**config.mk**
```make
export PLATFORM = sky130hd
export DESIGN_NAME = axi_lite_rr_arbiter
export DESIGN_NICKNAME = d
export VERILOG_FILES = /design/src/rtl/axi_lite_rr_arbiter.sv
export SDC_FILE = /design/constraint.sdc
export NUM_CORES = 1
export LEC_CHECK = 0
export ABC_AREA = 1
export BUFFER_PORTS_ARGS = -buffer_cell sky130_fd_sc_hd__buf_2
export CAP_MARGIN = 30
export CORE_AREA = 2 2 286 288
export CTS_CLUSTER_DIAMETER = 120
export CTS_CLUSTER_SIZE = 8
export DETAILED_ROUTE_END_ITERATION = 16
export DIE_AREA = 0 0 288 290
export PLACE_DENSITY = 0.35
export RECOVER_POWER = 50
export SETUP_SLACK_MARGIN = 0.15
export SYNTH_ARGS = -nofsm -noshare
export SYNTH_HDL_FRONTEND = slang
export SYNTH_SLANG_ARGS = --single-unit
```
**constraint.sdc**
```tcl
create_clock -name Clk_CI -period 4 [get_ports Clk_CI]
set_clock_uncertainty 0.05 [all_clocks]
set_input_delay 0.4 -clock Clk_CI [delete_from_list [all_inputs] [get_ports Clk_CI]]
set_output_delay 0.4 -clock Clk_CI [all_outputs]
set_load 0.1 [all_outputs]
```
**src/rtl/axi_lite_rr_arbiter.sv**
```systemverilog
`timescale 1ns/1ps
// -----------------------------------------------------------------------------
// axi_lite_rr_arbiter
//
// Shares one AXI4-Lite slave between NUM_SLV_PORTS AXI4-Lite masters. The write
// path and the read path are arbitrated independently, each round-robin, each
// with at most one outstanding transaction. AW and W are forwarded together
// while a write is granted, so slaves that expect both channels at once work.
//
// Upstream (slave-side) ports are flattened into packed vectors. Port p
// occupies bit p of the 1-bit signals and slice [p*W +: W] of wider signals.
// Port 0 has the highest priority after reset.
//
// Ports:
//   Clk_CI, Rst_RI        clock (rising edge) / asynchronous active-high reset
//   i_slv_aw_*, i_slv_w_*, o_slv_aw_ready, o_slv_w_ready, o_slv_b_*,
//   i_slv_b_ready         write channels of the upstream masters
//   i_slv_ar_*, o_slv_ar_ready, o_slv_r_*, i_slv_r_ready
//                         read channels of the upstream masters
//   o_mst_* / i_mst_*     the shared downstream AXI-Lite port
//   WrGnt_DO, RdGnt_DO    index of the current or last write/read grant
//   WrBusy_SO, RdBusy_SO  high while the write/read FSM is not idle
// -----------------------------------------------------------------------------
module axi_lite_rr_arbiter #(
  parameter int NUM_SLV_PORTS  = 4,   // must be at least 2
  parameter int AXI_ADDR_WIDTH = 32,
  parameter int AXI_DATA_WIDTH = 32,
  parameter int IDX_WIDTH      = $clog2(NUM_SLV_PORTS)  // derived, do not override
) (
  input  logic                                      Clk_CI,
  input  logic                                      Rst_RI,
  // upstream write address / data / response
  input  logic [NUM_SLV_PORTS*AXI_ADDR_WIDTH-1:0]   i_slv_aw_addr,
  input  logic [NUM_SLV_PORTS-1:0]                  i_slv_aw_valid,
  output logic [NUM_SLV_PORTS-1:0]                  o_slv_aw_ready,
  input  logic [NUM_SLV_PORTS*AXI_DATA_WIDTH-1:0]   i_slv_w_data,
  input  logic [NUM_SLV_PORTS*AXI_DATA_WIDTH/8-1:0] i_slv_w_strb,
  input  logic [NUM_SLV_PORTS-1:0]                  i_slv_w_valid,
  output logic [NUM_SLV_PORTS-1:0]                  o_slv_w_ready,
  output logic [NUM_SLV_PORTS*2-1:0]                o_slv_b_resp,
  output logic [NUM_SLV_PORTS-1:0]                  o_slv_b_valid,
  input  logic [NUM_SLV_PORTS-1:0]                  i_slv_b_ready,
  // upstream read address / data
  input  logic [NUM_SLV_PORTS*AXI_ADDR_WIDTH-1:0]   i_slv_ar_addr,
  input  logic [NUM_SLV_PORTS-1:0]                  i_slv_ar_valid,
  output logic [NUM_SLV_PORTS-1:0]                  o_slv_ar_ready,
  output logic [NUM_SLV_PORTS*AXI_DATA_WIDTH-1:0]   o_slv_r_data,
  output logic [NUM_SLV_PORTS*2-1:0]                o_slv_r_resp,
  output logic [NUM_SLV_PORTS-1:0]                  o_slv_r_valid,
  input  logic [NUM_SLV_PORTS-1:0]                  i_slv_r_ready,
  // shared downstream port
  output logic [AXI_ADDR_WIDTH-1:0]                 o_mst_aw_addr,
  output logic                                      o_mst_aw_valid,
  input  logic                                      i_mst_aw_ready,
  output logic [AXI_DATA_WIDTH-1:0]                 o_mst_w_data,
  output logic [AXI_DATA_WIDTH/8-1:0]               o_mst_w_strb,
  output logic                                      o_mst_w_valid,
  input  logic                                      i_mst_w_ready,
  input  logic [1:0]                                i_mst_b_resp,
  input  logic                                      i_mst_b_valid,
  output logic                                      o_mst_b_ready,
  output logic [AXI_ADDR_WIDTH-1:0]                 o_mst_ar_addr,
  output logic                                      o_mst_ar_valid,
  input  logic                                      i_mst_ar_ready,
  input  logic [AXI_DATA_WIDTH-1:0]                 i_mst_r_data,
  input  logic [1:0]                                i_mst_r_resp,
  input  logic                                      i_mst_r_valid,
  output logic                                      o_mst_r_ready,
  // status
  output logic [IDX_WIDTH-1:0]                      WrGnt_DO,
  output logic [IDX_WIDTH-1:0]                      RdGnt_DO,
  output logic                                      WrBusy_SO,
  output logic                                      RdBusy_SO
);

  localparam int STRB_WIDTH = AXI_DATA_WIDTH / 8;

  typedef enum logic [1:0] {W_IDLE, W_ADDR, W_RESP} wr_state_e;
  typedef enum logic [1:0] {R_IDLE, R_ADDR, R_DATA} rd_state_e;

  // First requester at or above ptr, wrapping around.
  function automatic logic [IDX_WIDTH-1:0] rr_pick(
    input logic [NUM_SLV_PORTS-1:0] req,
    input logic [IDX_WIDTH-1:0]     ptr
  );
    logic [IDX_WIDTH-1:0] pick;
    logic                 found;
    int                   k;
    pick  = '0;
    found = 1'b0;
    for (int i = 0; i < NUM_SLV_PORTS; i++) begin
      k = (int'(ptr) + i) % NUM_SLV_PORTS;
      if (!found && req[k]) begin
        pick  = IDX_WIDTH'(k);
        found = 1'b1;
      end
    end
    return pick;
  endfunction

  // (grant + 1) mod NUM_SLV_PORTS, valid for non-power-of-two port counts too.
  function automatic logic [IDX_WIDTH-1:0] rr_next(input logic [IDX_WIDTH-1:0] gnt);
    return (gnt == IDX_WIDTH'(NUM_SLV_PORTS - 1)) ? '0 : gnt + 1'b1;
  endfunction

  wr_state_e            r_wr_state;
  rd_state_e            r_rd_state;
  logic [IDX_WIDTH-1:0] r_wr_gnt, r_wr_ptr;
  logic [IDX_WIDTH-1:0] r_rd_gnt, r_rd_ptr;
  logic                 r_aw_done, r_w_done;
  logic                 r_wr_busy, r_rd_busy;

  // ---------------------------------------------------------------------------
  // Signals of the granted port
  // ---------------------------------------------------------------------------
  logic                      w_sel_aw_valid, w_sel_w_valid, w_sel_b_ready;
  logic                      w_sel_ar_valid, w_sel_r_ready;
  logic [AXI_ADDR_WIDTH-1:0] w_sel_aw_addr, w_sel_ar_addr;
  logic [AXI_DATA_WIDTH-1:0] w_sel_w_data;
  logic [STRB_WIDTH-1:0]     w_sel_w_strb;

  assign w_sel_aw_valid = i_slv_aw_valid[r_wr_gnt];
  assign w_sel_w_valid  = i_slv_w_valid[r_wr_gnt];
  assign w_sel_b_ready  = i_slv_b_ready[r_wr_gnt];
  assign w_sel_ar_valid = i_slv_ar_valid[r_rd_gnt];
  assign w_sel_r_ready  = i_slv_r_ready[r_rd_gnt];
  assign w_sel_aw_addr  = i_slv_aw_addr[int'(r_wr_gnt)*AXI_ADDR_WIDTH +: AXI_ADDR_WIDTH];
  assign w_sel_w_data   = i_slv_w_data[int'(r_wr_gnt)*AXI_DATA_WIDTH +: AXI_DATA_WIDTH];
  assign w_sel_w_strb   = i_slv_w_strb[int'(r_wr_gnt)*STRB_WIDTH +: STRB_WIDTH];
  assign w_sel_ar_addr  = i_slv_ar_addr[int'(r_rd_gnt)*AXI_ADDR_WIDTH +: AXI_ADDR_WIDTH];

  logic w_wr_addr_st, w_wr_resp_st, w_rd_addr_st, w_rd_data_st;
  assign w_wr_addr_st = (r_wr_state == W_ADDR);
  assign w_wr_resp_st = (r_wr_state == W_RESP);
  assign w_rd_addr_st = (r_rd_state == R_ADDR);
  assign w_rd_data_st = (r_rd_state == R_DATA);

  // ---------------------------------------------------------------------------
  // Downstream port. A channel whose handshake already happened is masked so a
  // slow partner channel does not cause a second beat.
  // ---------------------------------------------------------------------------
  assign o_mst_aw_valid = w_wr_addr_st & w_sel_aw_valid & ~r_aw_done;
  assign o_mst_w_valid  = w_wr_addr_st & w_sel_w_valid & ~r_w_done;
  assign o_mst_aw_addr  = w_wr_addr_st ? w_sel_aw_addr : '0;
  assign o_mst_w_data   = w_wr_addr_st ? w_sel_w_data : '0;
  assign o_mst_w_strb   = w_wr_addr_st ? w_sel_w_strb : '0;
  assign o_mst_b_ready  = w_wr_resp_st & w_sel_b_ready;

  assign o_mst_ar_valid = w_rd_addr_st & w_sel_ar_valid;
  assign o_mst_ar_addr  = w_rd_addr_st ? w_sel_ar_addr : '0;
  assign o_mst_r_ready  = w_rd_data_st & w_sel_r_ready;

  logic w_aw_hs, w_w_hs, w_b_hs, w_ar_hs, w_r_hs;
  assign w_aw_hs = o_mst_aw_valid & i_mst_aw_ready;
  assign w_w_hs  = o_mst_w_valid & i_mst_w_ready;
  assign w_b_hs  = o_mst_b_ready & i_mst_b_valid;
  assign w_ar_hs = o_mst_ar_valid & i_mst_ar_ready;
  assign w_r_hs  = o_mst_r_ready & i_mst_r_valid;

  // ---------------------------------------------------------------------------
  // Upstream demux: only the granted port of an active path sees anything.
  // ---------------------------------------------------------------------------
  genvar gi;
  generate
    for (gi = 0; gi < NUM_SLV_PORTS; gi++) begin : g_port
      logic w_wr_sel, w_rd_sel;
      assign w_wr_sel = (r_wr_gnt == IDX_WIDTH'(gi));
      assign w_rd_sel = (r_rd_gnt == IDX_WIDTH'(gi));

      assign o_slv_aw_ready[gi] = w_wr_sel & w_wr_addr_st & i_mst_aw_ready & ~r_aw_done;
      assign o_slv_w_ready[gi]  = w_wr_sel & w_wr_addr_st & i_mst_w_ready & ~r_w_done;
      assign o_slv_b_valid[gi]  = w_wr_sel & w_wr_resp_st & i_mst_b_valid;
      assign o_slv_b_resp[gi*2 +: 2] = (w_wr_sel & w_wr_resp_st) ? i_mst_b_resp : 2'b00;

      assign o_slv_ar_ready[gi] = w_rd_sel & w_rd_addr_st & i_mst_ar_ready;
      assign o_slv_r_valid[gi]  = w_rd_sel & w_rd_data_st & i_mst_r_valid;
      assign o_slv_r_resp[gi*2 +: 2] = (w_rd_sel & w_rd_data_st) ? i_mst_r_resp : 2'b00;
      assign o_slv_r_data[gi*AXI_DATA_WIDTH +: AXI_DATA_WIDTH] =
        (w_rd_sel & w_rd_data_st) ? i_mst_r_data : '0;
    end
  endgenerate

  // ---------------------------------------------------------------------------
  // Write FSM
  // ---------------------------------------------------------------------------
  logic [IDX_WIDTH-1:0] w_wr_winner, w_rd_winner;
  assign w_wr_winner = rr_pick(i_slv_aw_valid, r_wr_ptr);
  assign w_rd_winner = rr_pick(i_slv_ar_valid, r_rd_ptr);

  always_ff @(posedge Clk_CI or posedge Rst_RI) begin
    if (Rst_RI) begin
      r_wr_state <= W_IDLE;
      r_wr_gnt   <= '0;
      r_wr_ptr   <= '0;
      r_aw_done  <= 1'b0;
      r_w_done   <= 1'b0;
      r_wr_busy  <= 1'b0;
    end else begin
      case (r_wr_state)
        W_IDLE: begin
          // Granted on AW alone; W may follow later.
          if (|i_slv_aw_valid) begin
            r_wr_gnt   <= w_wr_winner;
            r_aw_done  <= 1'b0;
            r_w_done   <= 1'b0;
            r_wr_busy  <= 1'b1;
            r_wr_state <= W_ADDR;
          end
        end
        W_ADDR: begin
          if (w_aw_hs) r_aw_done <= 1'b1;
          if (w_w_hs)  r_w_done  <= 1'b1;
          if ((r_aw_done | w_aw_hs) & (r_w_done | w_w_hs)) r_wr_state <= W_RESP;
        end
        W_RESP: begin
          if (w_b_hs) begin
            r_wr_ptr   <= rr_next(r_wr_gnt);
            r_wr_busy  <= 1'b0;
            r_wr_state <= W_IDLE;
          end
        end
        default: begin
          r_wr_busy  <= 1'b0;
          r_wr_state <= W_IDLE;
        end
      endcase
    end
  end

  // ---------------------------------------------------------------------------
  // Read FSM
  // ---------------------------------------------------------------------------
  always_ff @(posedge Clk_CI or posedge Rst_RI) begin
    if (Rst_RI) begin
      r_rd_state <= R_IDLE;
      r_rd_gnt   <= '0;
      r_rd_ptr   <= '0;
      r_rd_busy  <= 1'b0;
    end else begin
      case (r_rd_state)
        R_IDLE: begin
          if (|i_slv_ar_valid) begin
            r_rd_gnt   <= w_rd_winner;
            r_rd_busy  <= 1'b1;
            r_rd_state <= R_ADDR;
          end
        end
        R_ADDR: begin
          if (w_ar_hs) r_rd_state <= R_DATA;
        end
        R_DATA: begin
          if (w_r_hs) begin
            r_rd_ptr   <= rr_next(r_rd_gnt);
            r_rd_busy  <= 1'b0;
            r_rd_state <= R_IDLE;
          end
        end
        default: begin
          r_rd_busy  <= 1'b0;
          r_rd_state <= R_IDLE;
        end
      endcase
    end
  end

  assign WrGnt_DO  = r_wr_gnt;
  assign RdGnt_DO  = r_rd_gnt;
  assign WrBusy_SO = r_wr_busy;
  assign RdBusy_SO = r_rd_busy;

endmodule

```
* After elaboration in Yosys (flattened, before gate mapping)
Index checks and enable logic that the tools add are counted.
** Word-level totals
- Bits in registers :: 16
- Input port bits :: 463
- Output and inout bits :: 275
- Logic and storage cells :: 237
** Cells by class
- Add/subtract/negate cells :: 8
- $lt $le $gt $ge :: 10
- Eq/ne operators :: 18
- Shifts and indexed selects :: 4
- Mux-type cells :: 83
- Bitwise operators :: 69
- Reduce and logical (&&, ||, !) cells :: 35
** Operator list (count)
- indexed part select 128 x 8 -> 32 bit :: 3
- two-way mux 32 bit :: 7
- bitwise AND 1 bit :: 57
- two-way mux 2 bit :: 24
- two-way mux 1 bit :: 32
- binary-select mux 1 bit (select 2 bit) :: 13
- less-than comparator 3 x 4 -> 1 bit, second input constant :: 6
- AND reduction 3 bit :: 6
- indexed part select 16 x 5 -> 4 bit :: 1
- == test 2 bit, second input constant :: 6
- less-than comparator 2 x 3 -> 1 bit, second input constant :: 4
- inequality test 2 x 1 -> 1 bit, second input constant :: 6
- case mux 2 bit (3 select lines) :: 2
- OR reduction 2 bit :: 6
- adder 2 x 1 -> 2 bit, second input constant :: 4
- adder 2 bit, second input constant :: 4
- == test 2 x 1 -> 1 bit, second input constant :: 4
- logical NOT 2 bit :: 4
- AND reduction 2 bit :: 4
- OR reduction 4 bit :: 2
- bitwise AND 1 bit, first input constant :: 6
- logical AND 1 bit :: 6
- logical NOT 1 bit :: 6
- case mux 1 bit (3 select lines) :: 2
- other kinds (6) :: 12

* Longest topological paths before layout
Gate-level depths: netlist of the first run.
- Depth in word-level cells :: 14
- Mapped depth :: 13
- Depth with buffers taken out :: 12

* Worst setup path after synthesis of the first run
Ideal clock, no wire load.
- Path kind :: register to output
- From :: register r_rd_gnt[0] (netlist: RdGnt_DO[0])
- To :: output o_slv_r_data[65]
- Arrival :: 3.376 ns
- Data required time :: 3.550 ns
- Path slack :: 0.174 ns
- Stages on the path, launching flop included :: 9
- Path buffers :: 4
- Cell sequence :: dfrtp_1 -> buf_2 -> inv_2 -> buf_4 -> clkbuf_1 -> ha_1 -> nand2_1 -> clkbuf_1 -> nor2_1
** Between the ends
- Longest elaborated chain between the ends :: 3
** RTL lines
- from (decl) :: RTL line 109 : logic [IDX_WIDTH-1:0] r_rd_gnt, r_rd_ptr;
- from (signal assigned) :: RTL line 243 : r_rd_gnt <= w_rd_winner;
- == test 2 bit :: RTL line 168 : assign w_rd_sel = (r_rd_gnt == IDX_WIDTH'(gi));
- bitwise AND 1 bit :: RTL line 179 : (w_rd_sel & w_rd_data_st) ? i_mst_r_data : '0;
- two-way mux 32 bit :: RTL line 179
- to (decl) :: RTL line 47 : output logic [NUM_SLV_PORTS*AXI_DATA_WIDTH-1:0] o_slv_r_data,
No other way between the ends.

* Worst setup path in the final report of the first run
- From :: register r_wr_gnt[0] (netlist: WrGnt_DO[0])
- To :: output o_mst_w_data[9]
** Between the ends
- Longest elaborated chain between the ends :: 2
** RTL lines
- from (decl) :: RTL line 108 : logic [IDX_WIDTH-1:0] r_wr_gnt, r_wr_ptr;
- from (signal assigned) :: RTL line 203 : r_wr_gnt <= w_wr_winner;
- indexed part select 128 x 8 -> 32 bit :: RTL line 128 : assign w_sel_w_data = i_slv_w_data[int'(r_wr_gnt)*AXI_DATA_WIDTH +: AXI_DATA_WIDTH];
- two-way mux 32 bit :: RTL line 145 : assign o_mst_w_data = w_wr_addr_st ? w_sel_w_data : '0;
- to (decl) :: RTL line 55 : output logic [AXI_DATA_WIDTH-1:0] o_mst_w_data,
No other way between the ends.

==> metrics.cfg, run 1 <==
[critical_path]
crit_path_frequent_cell=nor2_1
crit_path_end_kind=output pin
path_cells=buf_12 -> nor2_1 -> nor2_1 -> o21ai_0 -> a21oi_1 -> clkbuf_1
path_buf_inv=2
cp_slowest_cell=clkbuf_1
worstPathRequired_ns=3.55
worst-path-max-fanout=126
path_class=reg2out
cp.arrival_ns=2.97
critPathLaunchType=flop
path_delay_family=buffers and inverters
slowest_delay_ns=1.06

[global_routing]
grtUsageTotal_pct=11.5
first_global_vias=10364
grt-ovfl-total=0
antenna_found_initial=12
grt_pass1_wl_um=70600
grt_max_degree=127

[cts]
clk_latency_ns=0.26
post_cts_resize_count=0
cts_tree=built
cts_buffer_depth=2
cts_buffers=3
htreeDepth=1
post_cts_buffers=0
cts.clk_slew.worst_paths_ns=0.05
cts_hold_buf=0
numClockSinks=16
cts_root_buf=clkbuf_16

[sta]
layout_min_cycle_time_ns=3.42
tightest_slew_ns=1.51
finalSetupViolCount=0
rsz0062_at_grt=false
slew_violations=1
slew_headroom_pct=-0.0484
finalHoldViolations=0
fmax_ghz=0.293
fin_crit_sh_pct=85.4
fin_setup_tns_ns=0

[floorplanning]
start_util_pct=7.19
die_h_um=290
die_x_um=288
core-area_um2=80200
num_rows=104
die_area_um2=83500
pin_count=738

[drt]
viasPerCell=3.51
drt_first_pass_iters=5
drt-total-wl_um=51400
routedWlPerCell_um=17.0
ant_nets=0
post-route-drc-count=0
num_vias=10584
drt_iter0_markers=399

[synth]
yosysTopAreaCellShare_pct=37.9
synth.distinct_cells=26
synth-simple-area-share_pct=50.7
synthAdderAreaFrac_pct=1.74
netlist_area_um2=5760
yosysSeqAreaShare_pct=6.95
synth-seq-cells=16
synthMuxAreaShare_pct=0
avgSynthCellArea_um2=4.49
syn_nets=1754
synth_top_family_by_area=simple AND/OR/NAND/NOR gates
yosys-top-cells-area=nor2_1 (38%), o21ai_0 (17%), a21oi_1 (9.8%)
synth_cells=1283
synth_compound_gate_area_share_pct=28.0
yosysWarnings=0
synth_area_leader_cell=nor2_1
synthXorXnorAreaFrac_pct=0

[placement]
dp_hpwl_um=44100
place.gp.congestion=0.829
numPortBuffers=737

[finish]
multi_input_area_um2=4630
fillers=9713
layout-drive-gt1-share_pct=35.5
nNetsFinal=2427
regArea_um2=409
area_delta_synth_final_pct=85.6

[flow_run]
max_cap_viol_count=1

[status]
run_status=finished, violations left
violations=capacitance limit, slew limit

[worst_hold_path]
hold_path_class=in2async

-- registers in the layout (all words and copies together) (netlist names) --
signal,cells
r_rd_ptr,2
r_w_done,1
r_wr_ptr,2
WrGnt_DO,2
r_wr_state,2
r_rd_state,2
WrBusy_SO,1
r_aw_done,1
RdBusy_SO,1
RdGnt_DO,2
-- metrics by stage --
stage          instances  utilization, %  setup WS (ns)  hold WS [ns]  area (um^2)
6_report            3019            13.3          0.582         0.242        10700
5_1_grt             3018            13.3          0.405         0.331        10700
4_1_cts             3015            14.1          0.851         0.299        11300
3_5_place_dp        3011            14.0           1.16         0.416        11200
3_3_place_gp        3010            14.0           1.16         0.402        11200
2_1_floorplan       1283               -          0.174         0.264         5760
-- path summary, 6_finish.rpt --
kind | startpoint | to | slack (ns) | depth (start not counted)
max | WrGnt_DO[0]$_DFFE_PP0P_ | o_mst_w_data[9] | 0.58 | 6
min | Rst_RI | r_rd_ptr[1]$_DFFE_PP0P_ | 0.24 | 2
max reg2reg | WrGnt_DO[1]$_DFFE_PP0P_ | WrBusy_SO$_DFFE_PP0P_ | 1.38 | 9
min reg2reg | RdBusy_SO$_DFFE_PP0P_ | RdBusy_SO$_DFFE_PP0P_ | 0.43 | 2
max in group asynchronous | Rst_RI | WrGnt_DO[0]$_DFFE_PP0P_ | 3.06 | 2
min in group Clk_CI | i_mst_ar_ready | r_rd_state[1]$_DFFE_PP0P_ | 0.42 | 3
-- logic make-up (layout without fill, tap and decap cells) --
family                     count (synthesis)  count (layout)
DFF                                       16              16
and+or+nand+nor                          762             762
adders and majority gates                  8               8
AOI/OAI and AO/OA                        321             321
other                                      0               4
buffers and inverters                    176             848
-- Yosys cell counts (all sizes together) --
cell type,n
dfrtp,16
nand3b,1
nor4,1
a21oi,113
o31ai,2
nand2,149
a31oi,1
o211ai,1
o21ai,204
nand3,24
ha,8
inv,83
nor3,1
clkbuf,55
buf,38
nand4,2
nor2,583
and2,1
-- metal layers --
layer | wire (um) | global-route usage, % | share of wire, %
met5 | 52 | 0 | 0.10
met1 | 18900 | 11.9 | 37
met2 | 26300 | 21.7 | 51
met3 | 4270 | 3.34 | 8.3
met4 | 1940 | 3.85 | 3.8
-- worst register-to-register path: cells and delay by family, from the launching register on --
| family | cells | cell delay, ns |
|---|---|---|
| buf+inv | 2 | 0.94 |
| flops | 1 | 0.48 |
| simple gates | 7 | 1.03 |
-- cells in the final DEF (no fill, tap or decap), types with 2 or more instances in the layout --
cell       synthesis  routed
inv_1             75      78
ha_1               8       8
dfrtp_1           16      13
dfrtp_4            0       2
buf_4              1      21
o21ai_0          193     193
clkbuf_2           0       7
buf_12             0       9
o21ai_1           11      11
buf_2             28     642
inv_2              7       4
nand2_1          149     149
nand4_1            2       2
clkbuf_16          0       3
diode_2            0       4
nand3_1           22      23
nor2_1           582     582
o31ai_1            2       2
clkbuf_1          55      81
a21oi_1          113     113
-- area by class of cell --
type	instances	share of cell area (%)
multi-input cells	1091	43.3
clock buffers	4	0.830
repair buffers	761	36.6
flip-flops and latches	16	3.82
inverters	83	2.94
well taps	1060	12.4
diodes	4	0.0936
Power of run 1 is left out: the tool's default activity adds up to more than one toggle a clock period on the data nets, which glitch-free logic cannot reach.
==> run 2: changes to the inputs <==
--- a/config.mk
+++ b/config.mk
@@ -6,7 +6,7 @@
 export NUM_CORES = 1
 export LEC_CHECK = 0
 export ABC_AREA = 1
-export BUFFER_PORTS_ARGS = -buffer_cell sky130_fd_sc_hd__buf_2
+export BUFFER_PORTS_ARGS = -buffer_cell sky130_fd_sc_hd__buf_4
 export CAP_MARGIN = 30
 export CORE_AREA = 2 2 286 288
 export CTS_CLUSTER_DIAMETER = 120
==> run 2 against run 1 <==
Net effect: the run still ends with capacitance limit, slew limit left; count of clock-buffer cells in the layout stayed put; global-route usage rose by 1.2 points; register-to-register slack worse by 0.21 ns; fmax decreased by 2.5%; worst hold slack improved by 0.054 ns; critical path type unchanged.
==> metrics.cfg, run 2 (synthesis results as in run 1) <==
[critical_path]
cp.arrival_ns=3.06  ; was 2.97 ns
reg2reg_from=WrGnt_DO[1]$_DFFE_PP0P_  ; unchanged
critPathLaunchType=flop  ; unchanged
path_class=reg2out  ; unchanged
reg2reg_depth=9  ; unchanged
worst-path-max-fanout=35  ; was 126
rrSetupSlack_ns=1.17  ; was 1.38 ns
worstReg2RegEnd=WrBusy_SO$_DFFE_PP0P_  ; unchanged
worstPathRequired_ns=3.55  ; about the same
crit_path_end_kind=output pin  ; unchanged

[power]
p_per_area_nw_per_um2=1070
power.leakage_uw=0.00629
peakVddDrop_mv=0.935

[sta]
fin_crit_sh_pct=87.6  ; was 85.4%
tightest_slew_ns=1.79  ; was 1.51 ns
slew_violations=34  ; was 1
rsz0062_at_grt=false  ; unchanged
finalSetupViolCount=0  ; unchanged
fmax_ghz=0.285  ; was 0.293 GHz
layout_min_cycle_time_ns=3.51  ; was 3.42 ns
finalHoldViolations=0  ; unchanged
slew_headroom_pct=-19.6  ; was -0.0484%
fin_setup_tns_ns=0  ; unchanged

[finish]
final_cell_mix=buf_4 (662), nor2_1 (582), o21ai_0 (195)  ; was buf_2 (642), nor2_1 (582), o21ai_0 (193)
antenna_cells=0  ; was 4
utilization_pct=15.2  ; was 13.3%
nNetsFinal=2424  ; was 2427
area_delta_synth_final_pct=112  ; was 85.6%
layout-drive-gt1-share_pct=36.9  ; was 35.5%
stdcell_area_um2=12200  ; was 10700 um^2
layout_commonest_cell=buf_4  ; was buf_2
fillers=9672  ; was 9713

[cts]
cts.clk_slew.worst_paths_ns=0.05  ; about the same
post_cts_resize_count=0  ; unchanged
post_cts_buffers=0  ; unchanged
cts_buffers=3  ; unchanged
cts_buffer_depth=2  ; unchanged
cts_root_buf=clkbuf_16  ; unchanged
cts_tree=built  ; unchanged
cts_hold_buf=0  ; unchanged
clk_latency_ns=0.26  ; about the same
htreeDepth=1  ; unchanged
numClockSinks=16  ; unchanged

[floorplanning]
die_h_um=290  ; unchanged
die_area_um2=83500  ; unchanged
pin_count=738  ; unchanged
core-area_um2=80200  ; unchanged
num_rows=104  ; unchanged
die_x_um=288  ; unchanged
start_util_pct=7.19  ; unchanged

[drt]
post-route-drc-count=0  ; unchanged
routedWlPerCell_um=18.8  ; was 17.0 um
drt_iter0_markers=378  ; was 399
num_vias=10619  ; was 10584
drt-total-wl_um=56800  ; was 51400 um
drt_first_pass_iters=5  ; unchanged
viasPerCell=3.53  ; was 3.51
ant_nets=0  ; unchanged

[placement]
place.gp.congestion=0.814  ; was 0.829
numPortBuffers=737  ; unchanged
dpl_cell_area_um2=12400  ; was 11200 um^2
dp_hpwl_um=48500  ; was 44100 um

[global_routing]
grt_max_degree=86  ; was 127
grt_pass1_wl_um=77600  ; was 70600 um
antenna_found_initial=8  ; was 12
grtUsageTotal_pct=12.7  ; was 11.5%
first_global_vias=10743  ; was 10364
grt-ovfl-total=0  ; unchanged

[status]
violations=capacitance limit, slew limit  ; unchanged
run_status=finished, violations left  ; unchanged

[flow_run]
max_cap_viol_count=1  ; unchanged

[worst_hold_path]
hold_path_class=in2async  ; unchanged

## run 2: cell count changes in the layout (fill, tap and decap cells not counted), sizes merged
cell    before  now
clkbuf      92   97
diode        4    0
inv         83   82
buf        673  665
clkinv       0    1
## run 2: critical path, cell delays in order (launching register included)
cell	delay [ns]
dfrtp_1	1.03
inv_1	0.27
ha_1	0.30
nand2_1	0.06
clkbuf_2	0.61
nor2_1	0.21
buf_4	0.30
## run 2: how the worst max path moves through the flow
stage | start | slack [ns] | to | cells after the start
after floorplan | RdGnt_DO[0]$_DFFE_PP0P_ | 0.17 | o_slv_r_data[65] | 8
after global placement | WrGnt_DO[0]$_DFFE_PP0P_ | 0.93 | o_mst_aw_addr[1] | 5
after detailed placement | WrGnt_DO[0]$_DFFE_PP0P_ | 0.92 | o_mst_aw_addr[1] | 5
after CTS | WrGnt_DO[0]$_DFFE_PP0P_ | 0.63 | o_mst_aw_addr[1] | 5
after global routing | RdGnt_DO[0]$_DFFE_PP0P_ | 0.30 | o_slv_r_data[18] | 6
final | RdGnt_DO[0]$_DFFE_PP0P_ | 0.49 | o_slv_r_data[2] | 6
## run 2: layout make-up
class                           instances  area (um^2)  share of cell area, %
Timing Repair Buffer                  758         5430                   44.5
Multi-Input combinational cell       1091         4640                   38.0
Tap cell                             1060         1330                   10.9
Sequential cell                        16          408                   3.34
Inverter                               83          314                   2.57
Clock buffer                            4         88.8                  0.728
## run 2: report_power, final
group          switching [uW]  leakage (uW)  internal, uW
Sequential                216      0.000189           240
Clock                    74.3     0.0000442           153
Combinational           10100       0.00605          2350
Total                   10300       0.00629          2740
## run 2: routing by layer
layer	GRT usage, %	wire [um]
met1	13.1	20400
met2	25.8	31200
met3	3.50	4710
met4	0.872	445
met5	0	40
## run 2: metrics by stage
step           hold slack, ns  worst slack (ns)  total power (uW)  std cells
2_1_floorplan           0.264             0.174              9700       1283
3_3_place_gp            0.415             0.933             13300       3008
3_5_place_dp            0.420             0.921             13200       3008
4_1_cts                 0.321             0.632             13500       3012
5_1_grt                 0.387             0.297             13800       3012
6_report                0.295             0.495             13100       3012
Power figures use the tool's default switching activity.
